--- src/rtl/ex_fsm_sd_pkg.sv ---
// Shared types and defaults for the 10010 sequence-detector run controller.
package ex_fsm_sd_pkg;

  localparam int unsigned PLEN_DEF    = 5;
  localparam logic [4:0]  PATTERN_DEF = 5'b10010;

  typedef enum logic [2:0] {
    S_IDLE  = 3'b001,
    S_SHIFT = 3'b010,
    S_DRAIN = 3'b100
  } sd_state_t;

endpackage

--- src/rtl/ex_sd_match.sv ---
// Serial pattern matcher: LSB-first history compare with a registered match pulse.
module ex_sd_match
  import ex_fsm_sd_pkg::*;
#(
  parameter int unsigned        PLEN    = PLEN_DEF,
  parameter logic [PLEN-1:0]    PATTERN = PATTERN_DEF
) (
  input  logic sclk,
  input  logic rst_n,
  input  logic clr,
  input  logic vld,
  input  logic bit_in,
  output logic match
);

  localparam int unsigned FW = $clog2(PLEN);

  logic [PLEN-2:0] r_hist;
  logic [FW-1:0]   r_fill;
  logic            r_match;
  logic [PLEN-1:0] w_hist;
  logic            w_full;

  // Oldest bit leaves the window on the edge it is compared, so only PLEN-1 bits are stored.
  assign w_hist = {bit_in, r_hist};
  assign w_full = (r_fill >= FW'(PLEN - 1));

  always_ff @(posedge sclk or negedge rst_n) begin
    if (!rst_n) begin
      r_hist  <= '0;
      r_fill  <= '0;
      r_match <= 1'b0;
    end else if (clr) begin
      r_hist  <= '0;
      r_fill  <= '0;
      r_match <= 1'b0;
    end else if (vld) begin
      r_hist  <= w_hist[PLEN-1:1];
      if (!w_full) r_fill <= r_fill + FW'(1);
      r_match <= w_full && (w_hist == PATTERN);
    end else begin
      r_match <= 1'b0;
    end
  end

  assign match = r_match;

endmodule

--- src/rtl/ex_fsm_sd_ctrl.sv ---
// Run controller: serialises a captured word LSB-first into the matcher and counts hits.
module ex_fsm_sd_ctrl
  import ex_fsm_sd_pkg::*;
#(
  parameter int unsigned     DW      = 16,
  parameter int unsigned     PLEN    = PLEN_DEF,
  parameter logic [PLEN-1:0] PATTERN = PATTERN_DEF,
  parameter int unsigned     CW      = 5
) (
  input  logic          sclk,
  input  logic          rst_n,
  input  logic          start,
  input  logic          abort,
  input  logic [DW-1:0] din,
  output logic          busy,
  output logic          hit,
  output logic          done,
  output logic [CW-1:0] hit_cnt
);

  localparam int unsigned IW = $clog2(DW + 1);

  sd_state_t       r_state;
  logic [DW-1:0]   r_sreg;
  logic [IW-1:0]   r_idx;
  logic            r_busy;
  logic            r_done;
  logic [CW-1:0]   r_cnt;
  logic            w_clr;
  logic            w_vld;
  logic            w_hit;

  assign w_clr = (r_state == S_IDLE) && start;
  // Abort also stops the bit in flight from reaching the matcher.
  assign w_vld = (r_state == S_SHIFT) && !abort;

  ex_sd_match #(
    .PLEN    (PLEN),
    .PATTERN (PATTERN)
  ) u_match (
    .sclk   (sclk),
    .rst_n  (rst_n),
    .clr    (w_clr),
    .vld    (w_vld),
    .bit_in (r_sreg[0]),
    .match  (w_hit)
  );

  always_ff @(posedge sclk or negedge rst_n) begin
    if (!rst_n) begin
      r_state <= S_IDLE;
      r_sreg  <= '0;
      r_idx   <= '0;
      r_busy  <= 1'b0;
      r_done  <= 1'b0;
      r_cnt   <= '0;
    end else begin
      r_done <= 1'b0;
      if (w_hit && (r_cnt != '1)) r_cnt <= r_cnt + CW'(1);
      case (r_state)
        S_IDLE: begin
          if (start) begin
            r_sreg  <= din;
            r_idx   <= '0;
            r_cnt   <= '0;
            r_busy  <= 1'b1;
            r_state <= S_SHIFT;
          end
        end
        S_SHIFT: begin
          if (abort) begin
            r_busy  <= 1'b0;
            r_state <= S_IDLE;
          end else begin
            r_sreg <= r_sreg >> 1;
            r_idx  <= r_idx + IW'(1);
            if (r_idx == IW'(DW - 1)) r_state <= S_DRAIN;
          end
        end
        S_DRAIN: begin
          r_busy  <= 1'b0;
          r_done  <= !abort;
          r_state <= S_IDLE;
        end
        default: begin
          r_busy  <= 1'b0;
          r_state <= S_IDLE;
        end
      endcase
    end
  end

  assign busy    = r_busy;
  assign hit     = w_hit;
  assign done    = r_done;
  assign hit_cnt = r_cnt;

endmodule

--- config.mk ---
export PLATFORM = sky130hd
export DESIGN_NAME = ex_fsm_sd_ctrl
export DESIGN_NICKNAME = d
export VERILOG_FILES = /design/src/rtl/ex_fsm_sd_pkg.sv /design/src/rtl/ex_sd_match.sv /design/src/rtl/ex_fsm_sd_ctrl.sv
export SDC_FILE = /design/constraint.sdc
export NUM_CORES = 1
export LEC_CHECK = 0
export ABC_CLOCK_PERIOD_IN_PS = 1950
export CAP_MARGIN = 20
export CORE_MARGIN = 2
export CORE_UTILIZATION = 56
export CTS_CLUSTER_DIAMETER = 80
export DETAILED_ROUTE_END_ITERATION = 10
export DONT_BUFFER_PORTS = 1
export GPL_ROUTABILITY_DRIVEN = 0
export PLACE_DENSITY = 0.74
export SLEW_MARGIN = 20
export SYNTH_ARGS = -nofsm -noshare
export SYNTH_HDL_FRONTEND = slang
export SYNTH_SLANG_ARGS = --single-unit
--- constraint.sdc ---
create_clock -name sclk -period 1.95 [get_ports sclk]
set_clock_uncertainty 0.15 [all_clocks]
set_input_delay 0.39 -clock sclk [delete_from_list [all_inputs] [get_ports sclk]]
set_output_delay 0.39 -clock sclk [all_outputs]
set_load 0.005 [all_outputs]
# Yosys cells after proc, flatten, opt, wreduce, memory -nomap -nowiden
# Index checks and enable logic that the tools add are counted.
# word_totals
ramBits	0
mem_count	0
latch_bits	0
output_inout_bits	8
regBits	39
rom_bits	0
# op_classes
shift	0
bitwise	0
mul	0
n_mux	24
n_reduce_logical	11
div	0
order_cmp	1
n_addsub	3
n_eq_ne	11
# op_table
cell	n
16-bit 2-to-1 mux	2
16-bit case mux with 2 select lines	1
5-bit 2-to-1 mux	5
3-bit 2-to-1 mux	6
5-bit by 1-bit adder with 5-bit output (second input constant)	2
5-bit case mux with 2 select lines	1
4-bit 2-to-1 mux	2
2-bit inequality test (second input constant)	3
3-bit case mux with 2 select lines	1
2-bit AND reduction	3
5-bit by 4-bit == test with 1-bit output (second input constant)	1
5-bit == test (second input constant)	1
1-bit 2-to-1 mux	5
5-bit inequality test (second input constant)	1
1-bit logical AND	4
2-bit nonzero test	2
3-bit by 1-bit adder with 3-bit output (second input constant)	1
3-bit by 1-bit == test with 1-bit output (second input constant)	1
3-bit by 2-bit == test with 1-bit output (second input constant)	1
3-bit == test (second input constant)	1
3-bit >= comparator (second input constant)	1
3-bit by 2-bit inequality test with 1-bit output (second input constant)	1
3-bit AND reduction	1
2-bit by 1-bit inequality test with 1-bit output (second input constant)	1
2 further kinds	2

# Depth between registers and ports, before layout
# logic_depth
word_depth	5
depth_mapped	7
depth_no_buf	6

# By module
# Synthesis repeated with hierarchy kept, for this count alone.
# unflattened
cells_unflattened	147
hier_area_um2	1895.6
# by_module_without_submodules
mod	area_per_inst_um2	n_inst	cells_per_inst
ex_fsm_sd_ctrl	1503.9	1	114
ex_sd_match	391.6	1	33

# Worst setup path before layout
# Ideal clock, no wire load.
# synth_path
path_kind	reg-to-reg
from	reg r_cnt[0] (netlist: hit_cnt[0])
to	reg r_cnt[3] (netlist: hit_cnt[3])
setup_time_ns	0.078
path_slack_ns	0.018
arrival_ns	1.704
period_less_slack_ns	1.932
required_ns	1.722
n_path_buf	1
path_stages_with_launch	8
cell_sequence	dfrtp_1 ha_1 and3_1 ha_1 nand2b_1 clkbuf_1 or3_1 a21oi_1
# synth_via
elab_chain_len	5
# synth_lines
item	line	rtl
from (decl)	ex_fsm_sd_ctrl.sv:28	logic [CW-1:0] r_cnt;
from (signal assigned)	ex_fsm_sd_ctrl.sv:59	if (w_hit && (r_cnt != '1)) r_cnt <= r_cnt + CW'(1);
parallel branches: the longest is 2 deep, another holds 5-bit by 1-bit adder with 5-bit output	n/a	
5-bit 2-to-1 mux *	ex_fsm_sd_ctrl.sv:59	
5-bit 2-to-1 mux	ex_fsm_sd_ctrl.sv:62	if (start) begin
5-bit 2-to-1 mux *	ex_fsm_sd_ctrl.sv:60	case (r_state)
# Every way passes the cells marked *.
# A chain may end at the register's enable or synchronous reset.

# Final worst setup path
# layout_path
from	reg r_cnt[1] (netlist: hit_cnt[1])
to	reg r_cnt[3] (netlist: hit_cnt[3])
# The elaborated chain is that of the path after synthesis.

==> impl_metrics.yaml <==
clocking:
  numCtsBuffers: 5
  cts_tree: "done"
  clk_latency_ns: 0.35
  ctsLongestPathBuffers: 2
  root_buffer: "clkbuf_4"
  cts.clk_slew.worst_paths_ns: 0.12
  cts_sinks: 39
  htree_levels: 2
pwr:
  p_per_area_nw_per_um2: 1080
  max-vdd-ir-drop_mv: 0.833
  leakage_nw: 0.884
  finalPower_mw: 2.21
synthesis:
  synth-edff-count: 0
  syn_avg_cell_area_sq_um: 11.0
  netlist.area_leader.share: 0.517
  synth_area_leaders: "dfrtp_1 (52%), mux2i_1 (9.8%), a21oi_1 (5.2%)"
  ys_seq_area_frac: 0.531
  synth.largest_area_cell: "dfrtp_1"
  syn-num-nets: 194
  syn_area_sq_um: 1840
  synth_warnings: 0
  synthFlopType: "dfrtp_1"
  ys_ff_latch: 39
  async_reset_ff_frac: 1.00
  syn_inst: 168
  synth_cell_types: 35
timing:
  fin_crit_sh: 0.946
  slew_headroom: 0.751
  timing_hold_violations_final: 0
  rsz0062_at_grt: "false"
  slew_viol_final: 0
  tightest_slew_ns: 0.373
  setup_viol: 0
  max_freq_mhz: 542
  fin_crit_ns: 1.84
  tns_ns: 0
critical_path:
  start_kind: "flop"
  arrival_ns: 1.97
  path_buf_inv: 0
  cp_cell_sequence: "ha_1, and3_1, ha_1, nand2b_1, or3_1, a21oi_1"
  cp_common_cell: "ha_1"
  crit_slowest_cell: "dfrtp_1"
  required_ns: 2.08
  critical_path_class: "flop to flop"
  path_max_fanout: 2
  cp_slowest_stage_delay_ns: 0.41
  worstSetupEndpointType: "flop"
  cp_top_family: "simple AND/OR/NAND/NOR gates"
routing:
  ant_nets: 0
  wire_per_inst_microns: 15.8
  first_pass_iters: 4
  drtIter0Drc: 64
  routed_wl_mm: 3.47
  vias_per_cell: 5.73
  drc: 0
  vias: 1255
die:
  coreArea_sq_um: 3080
  die_height_microns: 61.3
  start_util: 0.598
  die_area_sq_um: 3760
  ioPinCount: 28
  die_w_microns: 61.3
  rows: 20
placed_design:
  dp_hpwl_mm: 2.31
  dpl.cell_count: 208
  dpl_cell_area_sq_um: 1920
  port_buffers: 0
status:
  status: "finished, final reports clean"
final_layout:
  fin_nets: 200
  syn_to_final_growth_pct: 11.4
  final_common_cell: "dfrtp_1"
  diodes: 0
  fin_area_sq_um: 2050
  drive_above_1_share: 0.149
  fin_cells: 219
  most-common-layout-cells: "dfrtp_1 (37), a21oi_1 (19), mux2i_1 (18), nor3_1 (15), nand2_1 (8)"
global_routing:
  grt_pass1_wl_mm: 5.80
  grt_max_degree: 40
  grt_pass1_vias: 1258
  grt.overflow.total: 0
  antenna_found_initial: 0
  grt_usage: 0.215
worst_hold_path:
  hold_class: "input pin to flop"
run:
  cap_violations: 0
where the power goes:
group          internal, mW  switching [mW]  total, mW
Clock                 0.303           0.265      0.568
Sequential             1.01           0.149       1.16
Combinational         0.239           0.242      0.481
logic make-up after synthesis:
kind of cell	count (synthesis)	synth area share
AOI/OAI and AO/OA	34	0.109
buffers and inverters	16	0.0442
and+or+nand+nor	52	0.162
adders and majority gates	6	0.0408
xor gates and xnor gates	2	0.00952
muxes	19	0.104
DFF	39	0.531
Yosys cell counts (2+ instances only):
| cell type | instances |
|---|---|
| nor4b_1 | 2 |
| or3_1 | 2 |
| xor2_1 | 2 |
| buf_2 | 2 |
| nor3b_1 | 2 |
| and2_1 | 2 |
| inv_1 | 3 |
| nand2_1 | 8 |
| and3_1 | 2 |
| mux2i_1 | 18 |
| o21ai_0 | 5 |
| dfrtp_1 | 38 |
| nor2_1 | 7 |
| o22ai_1 | 2 |
| clkbuf_1 | 7 |
| buf_6 | 2 |
| ha_1 | 6 |
| a21oi_1 | 19 |
| nand3_1 | 4 |
| a22o_1 | 5 |
| nor3_1 | 15 |
| nand3b_1 | 2 |
metrics by stage:
stage               setup WS, ns  utilization  hold slack (ns)
CTS                       0.0869        0.665           0.0257
floorplan                 0.0181            -          -0.0556
finish                     0.105        0.666           0.0314
detailed placement         0.117        0.624          -0.0545
global route             0.00871        0.666           0.0281
global placement           0.190        0.624          -0.0545
registers in the layout (all words and copies together) (netlist names):
signal and count:
r_sreg 16, hit_cnt 5, r_idx 5, u_match.r_hist 4, r_state 3, u_match.r_fill 3, busy 1, done 1
u_match.match 1
worst register-to-register path, stage by stage, from the launching register on:
cell and delay (ns):
dfrtp_1 0.41, ha_1 0.20, and3_1 0.18, ha_1 0.18, nand2b_1 0.16, or3_1 0.34, a21oi_1 0.15
final timing paths:
| path | to | startpoint | slack (ns) | cells past startpoint |
|---|---|---|---|---|
| min in group asynchronous | r_idx[0] | rst_n | 0.34 | 2 |
| max reg2reg | hit_cnt[3] | hit_cnt[1] | 0.11 | 6 |
| max | hit_cnt[3] | hit_cnt[1] | 0.11 | 6 |
| min reg2reg | r_idx[4] | r_idx[4] | 0.37 | 2 |
| max in group asynchronous | r_state[0] | rst_n | 1.05 | 2 |
| min | r_sreg[15] | din[15] | 0.03 | 1 |
final cells by class:
| type | instances | area (sq um) |
|---|---|---|
| Inverter | 4 | 15.0 |
| Timing Repair Buffer | 11 | 113 |
| Fill cell | 264 | 1030 |
| Clock buffer | 6 | 51.3 |
| Clock inverter | 2 | 35.0 |
| Sequential cell | 39 | 978 |
| Multi-Input combinational cell | 113 | 802 |
| Tap cell | 44 | 55.1 |
routing by layer:
| layer | global-route usage | vias up | routed length, microns |
|---|---|---|---|
| met5 | 0 | - | 0 |
| met4 | 0.0912 | 0 | 48 |
| met3 | 0.0483 | 5 | 167 |
| met2 | 0.347 | 26 | 1690 |
| met1 | 0.283 | 617 | 1560 |
| li1 | - | 607 | - |
what timing repair did:
action / in CTS / in global routing
gates resized for setup: 0 / 1
hold buffers: 3 / 0
hold endpoints to repair: 40 / 0
buffers inserted: 0 / 0
setup endpoints to repair: 0 / 1
(Power assumes the default switching activity.)
